===== config.mk =====
export PLATFORM = sky130hd
export DESIGN_NAME = imm_encoder
export DESIGN_NICKNAME = d
export VERILOG_FILES = /design/src/rtl/imm_encoder.sv
export SDC_FILE = /design/constraint.sdc
export NUM_CORES = 1
export LEC_CHECK = 0
export ABC_AREA = 0
export CORE_UTILIZATION = 40
export DETAILED_ROUTE_END_ITERATION = 8
export GPL_TIMING_DRIVEN = 0
export MAX_ROUTING_LAYER = met4
export PLACE_DENSITY = 0.81
export SYNTH_ARGS = -nofsm -noshare
export SYNTH_HDL_FRONTEND = slang
export SYNTH_SLANG_ARGS = --single-unit

===== constraint.sdc =====
create_clock -name clk -period 2 [get_ports clk]
set_input_delay 0.4 -clock clk [delete_from_list [all_inputs] [get_ports clk]]
set_output_delay 0.4 -clock clk [all_outputs]
set_load 0.05 [all_outputs]

===== src/rtl/imm_encoder.sv =====
`default_nettype none
// imm_encoder: packs a signed immediate, register indices and a format code into an
// RV64 LD/SD/BEQ word behind a one-deep valid/ready output stage. Rev 1.0
module imm_encoder #(
  parameter int N     = 64,
  parameter int CNT_W = 16,
  parameter int ERR_W = 8
) (
  input  logic             clk,
  input  logic             rst_n,
  input  logic             in_valid,
  output logic             in_ready,
  input  logic [1:0]       fmt,
  input  logic [4:0]       rd,
  input  logic [4:0]       rs1,
  input  logic [4:0]       rs2,
  input  logic [N-1:0]     imm,
  output logic             out_valid,
  input  logic             out_ready,
  output logic [N/2-1:0]   out_instr,
  output logic             out_err,
  output logic [CNT_W-1:0] enc_count,
  output logic [ERR_W-1:0] err_count
);

  localparam int IW = N / 2;
  localparam logic [IW-1:0] C_NOP = IW'(32'h0000_0013);

  typedef enum logic [0:0] {
    S_EMPTY = 1'b0,
    S_FULL  = 1'b1
  } state_t;

  state_t          r_state;
  state_t          w_next;
  logic [IW-1:0]   r_instr;
  logic            r_err;
  logic [CNT_W-1:0] r_enc;
  logic [ERR_W-1:0] r_errc;

  logic            w_accept;
  logic            w_drain;
  logic            w_fits12;
  logic            w_fits13;
  logic            w_bad;
  logic [IW-1:0]   w_word;

  always_ff @(posedge clk or negedge rst_n) begin
    if (!rst_n) r_state <= S_EMPTY;
    else        r_state <= w_next;
  end

  always_comb begin
    w_next   = r_state;
    in_ready = (r_state == S_EMPTY) | out_ready;
    case (r_state)
      S_EMPTY: if (in_valid)               w_next = S_FULL;
      S_FULL:  if (out_ready && !in_valid) w_next = S_EMPTY;
      default:                             w_next = S_EMPTY;
    endcase
  end

  assign w_accept  = in_valid & in_ready;
  assign w_drain   = (r_state == S_FULL) & out_ready;
  assign out_valid = (r_state == S_FULL);

  // In range means every bit above the field's sign bit copies that sign bit.
  assign w_fits12 = (imm[N-1:11] == '0) | (imm[N-1:11] == '1);
  assign w_fits13 = (imm[N-1:12] == '0) | (imm[N-1:12] == '1);

  always_comb begin
    w_bad  = 1'b0;
    w_word = C_NOP;
    case (fmt)
      2'b00: begin
        w_bad  = !w_fits12;
        w_word = IW'({imm[11:0], rs1, 3'b011, rd, 7'b0000011});
      end
      2'b01: begin
        w_bad  = !w_fits12;
        w_word = IW'({imm[11:5], rs2, rs1, 3'b011, imm[4:0], 7'b0100011});
      end
      2'b10: begin
        w_bad  = !w_fits13 | imm[0];
        w_word = IW'({imm[12], imm[10:5], rs2, rs1, 3'b000, imm[4:1], imm[11], 7'b1100011});
      end
      default: begin
        w_bad  = 1'b1;
        w_word = C_NOP;
      end
    endcase
  end

  always_ff @(posedge clk or negedge rst_n) begin
    if (!rst_n) begin
      r_instr <= '0;
      r_err   <= 1'b0;
    end else if (w_accept) begin
      r_instr <= w_bad ? C_NOP : w_word;
      r_err   <= w_bad;
    end
  end

  // Statistics follow what the consumer actually takes, not what was accepted.
  always_ff @(posedge clk or negedge rst_n) begin
    if (!rst_n) begin
      r_enc  <= '0;
      r_errc <= '0;
    end else if (w_drain) begin
      r_enc <= r_enc + CNT_W'(1);
      if (r_err && (r_errc != '1)) r_errc <= r_errc + ERR_W'(1);
    end
  end

  assign out_instr = r_instr;
  assign out_err   = r_err;
  assign enc_count = r_enc;
  assign err_count = r_errc;

endmodule
`default_nettype wire


==> flow_summary.yaml <==
run_status:
  status: "completed"
logic_synthesis:
  yosysTopAreaCellShare_pct: 45.6
  yosysWarnings: 0
  synthFlopType: "dfrtp_1"
  synthAdderAreaFrac_pct: 3.01
  synth_edf_count: 0
  synth.top_cells.by_count: "dfrtp_1 (53), nand2_1 (46), nand4_1 (22)"
  synth.distinct_cells: 36
  syn_area_per_cell_sq_um: 10.4
  synth_area_leaders: "dfrtp_1 (46%), o31ai_2 (8.6%), nand2_1 (5.9%)"
  synth_xor_area_share_pct: 6.62
  yosysMostFrequentCell: "dfrtp_1"
  synth_simple_gate_area_share_pct: 24.6
  netlist_area_sq_um: 2910
  yosysSeqAreaShare_pct: 45.6
  synth_top_family_by_area: "simple AND/OR/NAND/NOR gates"
  netlist_instances: 281
  synth_compound_area_share_pct: 15.3
  async_reset_ff_share_pct: 100
  muxShareOfSynthArea_pct: 0.774
  yosysTopAreaCell: "dfrtp_1"
  synth-seq-cells: 53
worst_setup_path:
  crit_fanout: 7
  cp-start-kind: "input port"
  critPathRequiredTime_ns: 2.22
  crit_type: "input port to register"
  end_kind: "register"
  arrival_ns: 2.20
min_path:
  hold_class: "input port to asynchronous set/reset pin"
clock_tree:
  ctsHoldBuffers: 0
  cts_buffers: 5
  clk_pin_slew_ns: 0.10
  cts_num_sinks: 53
  cts_root_buf: "clkbuf_8"
  cts_max_level: 2
  clock_path_buffers: 2
  clk_latency_ns: 0.31
  tritoncts: "yes"
power:
  power_switching_mw: 1.53
  internal_power_mw: 2.28
  pwr-share-comb_pct: 43.2
  pwr-share-clk_pct: 19.7
  p_leak_nw: 2.36
  ir_worst_vdd_mv: 0.388
  p_per_area_nw_per_um2: 760
  finalPower_mw: 3.81
  seqPwrFrac_pct: 37.1
  swShare_pct: 40.2
floorplanning:
  die_height_um: 87.3
  die_w_um: 87.3
  die-area_sq_um: 7620
  rows: 30
  initial_core_util_pct: 42.1
  ios: 144
  core_area_sq_um: 6910
timing:
  maxSlewViolCount: 0
  slew_headroom_pct: 59.0
  fin_skew_ns: 0.00664
  hold_viol: 0
  setup_viol: 0
  fin_crit_sh_pct: 99.3
  tightestPinTransition_ns: 0.615
  final.min_clock_period_ns: 1.99
  setup_ws_ns: 0.0150
  timing.hold.ws_ns: 0.0988
  max_freq_mhz: 504
routing:
  drtIter0Drc: 108
  ant_nets: 0
  via_per_inst: 5.49
  routed_wl_um: 9160
  avgRoutedWirePerCell_um: 17.0
  dr_total_vias: 2955
  drt-pass1-iter-count: 4
  drc: 0
place:
  dp_hpwl_um: 6820
  gp_congestion: 0.997
  io_buffers: 140
  dp.cells: 520
  pre_cts_slack_ns: -0.636
cells_and_area:
  regArea_sq_um: 1330
  final_util_pct: 72.5
  drive_gt1_share_pct: 21.1
  nets: 532
  finalNonFillerCells: 538
  area_growth_pct: 72.1
  fillers: 518
  multi_input_area_sq_um: 1730
global_route:
  grt.total_usage_pct: 24.5
  antenna_found_initial: 1
  grt_max_degree: 29
  grt_overflow: 0
  grt_pass1_wl_um: 13900
  grt_pass1_vias: 3007
flow_run:
  cap_violations: 0
==> registers in the layout (all words and copies together), names as in the netlist <==
register and flops:
err_count 8, out_err 1, enc_count 16, out_instr 27, out_valid 1
==> what timing repair did <==
item	CTS	global route
setup buffers	6	2
pin swaps	16	28
resized for setup	63	86
gates cloned	2	0
setup endpoints to repair	31	44
==> cell families after synthesis <==
logic type                 Yosys count
AOI/OAI and AO/OA                   42
xor gates and xnor gates            22
adders and majority gates            7
buffers and inverters               21
DFF                                 53
muxes                                2
other                                1
and+or+nand+nor                    133
==> stage by stage <==
stage	TNS, ns	area (sq um)
finish	0	5010
global route	-0.267	5010
CTS	-1.15	4790
detailed placement	-17.07	4460
global placement	-68.18	4440
floorplan	0	2920
==> critical path: stages <==
cell,delay [ns]
clkdlybuf4s50_1,0.44
nor4_1,0.29
nand2_1,0.15
nor4_4,0.22
a311oi_4,0.16
buf_12,0.17
buf_12,0.14
o31ai_2,0.23
==> power groups by stage <==
stage	sequential (mW)	combinational [mW]	clock [mW]
after floorplan	1.96	0.378	0
after global routing	1.43	1.73	0.802
after CTS	1.41	1.62	0.766
after global placement	1.42	1.54	0
after detailed placement	1.43	1.57	0
final	1.41	1.65	0.749
==> layout make-up <==
| cell class | count | share of cell area [%] |
|---|---|---|
| inverters | 3 | 0.225 |
| well taps | 96 | 2.40 |
| diodes | 1 | 0.0500 |
| repair buffers | 150 | 31.0 |
| multi-input cells | 209 | 34.5 |
| clock inverters | 1 | 0.599 |
| flip-flops and latches | 53 | 26.5 |
| clock buffers | 7 | 1.72 |
| plain buffers | 18 | 3.07 |
==> cells in the final DEF, fill, tap and decap left out, types with 3 or more instances in the layout <==
master and n:
nand3b_1 13, ha_1 4, clkdlybuf4s15_1 5, buf_12 5
buf_4 11, xnor2_1 14, nor4_2 12, xor2_1 8
dfrtp_1 53, clkdlybuf4s50_1 75, dlygate4sd2_1 15, conb_1 3
clkbuf_8 6, clkbuf_1 4, dlymetal6s2s_1 37, o31ai_4 11
a22o_1 9, nor2_1 8, nand3_1 9, nand4_1 22
nor4_1 4, clkbuf_2 12, o31ai_2 14, nand2_1 46
==> path summary, 6_finish.rpt <==
check	startpoint	end	slack, ns	cells after the start
worst min-delay path	rst_n	out_instr[16]	0.1	1
max in group asynchronous	rst_n	out_instr[25]	1.35	2
worst max-delay path	imm[28]	out_instr[30]	0.01	8
min in group clk	enc_count[15]	enc_count[15]	0.47	1
worst max register to register	err_count[0]	err_count[7]	0.25	5
worst min register to register	enc_count[15]	enc_count[15]	0.47	1
==> per-layer routing <==
metal  GRT usage, %  up-vias  part of all wire (%)  routed length [um]
met5              -        -                     0                   0
met4           11.5        0                   3.1                 282
met3           3.13       24                   5.9                 538
met2           45.1      163                    54                4910
met1           25.9     1415                    37                3420
li1               -     1353                     -                   -
No activity file was read; power rests on OpenSTA's default activity.
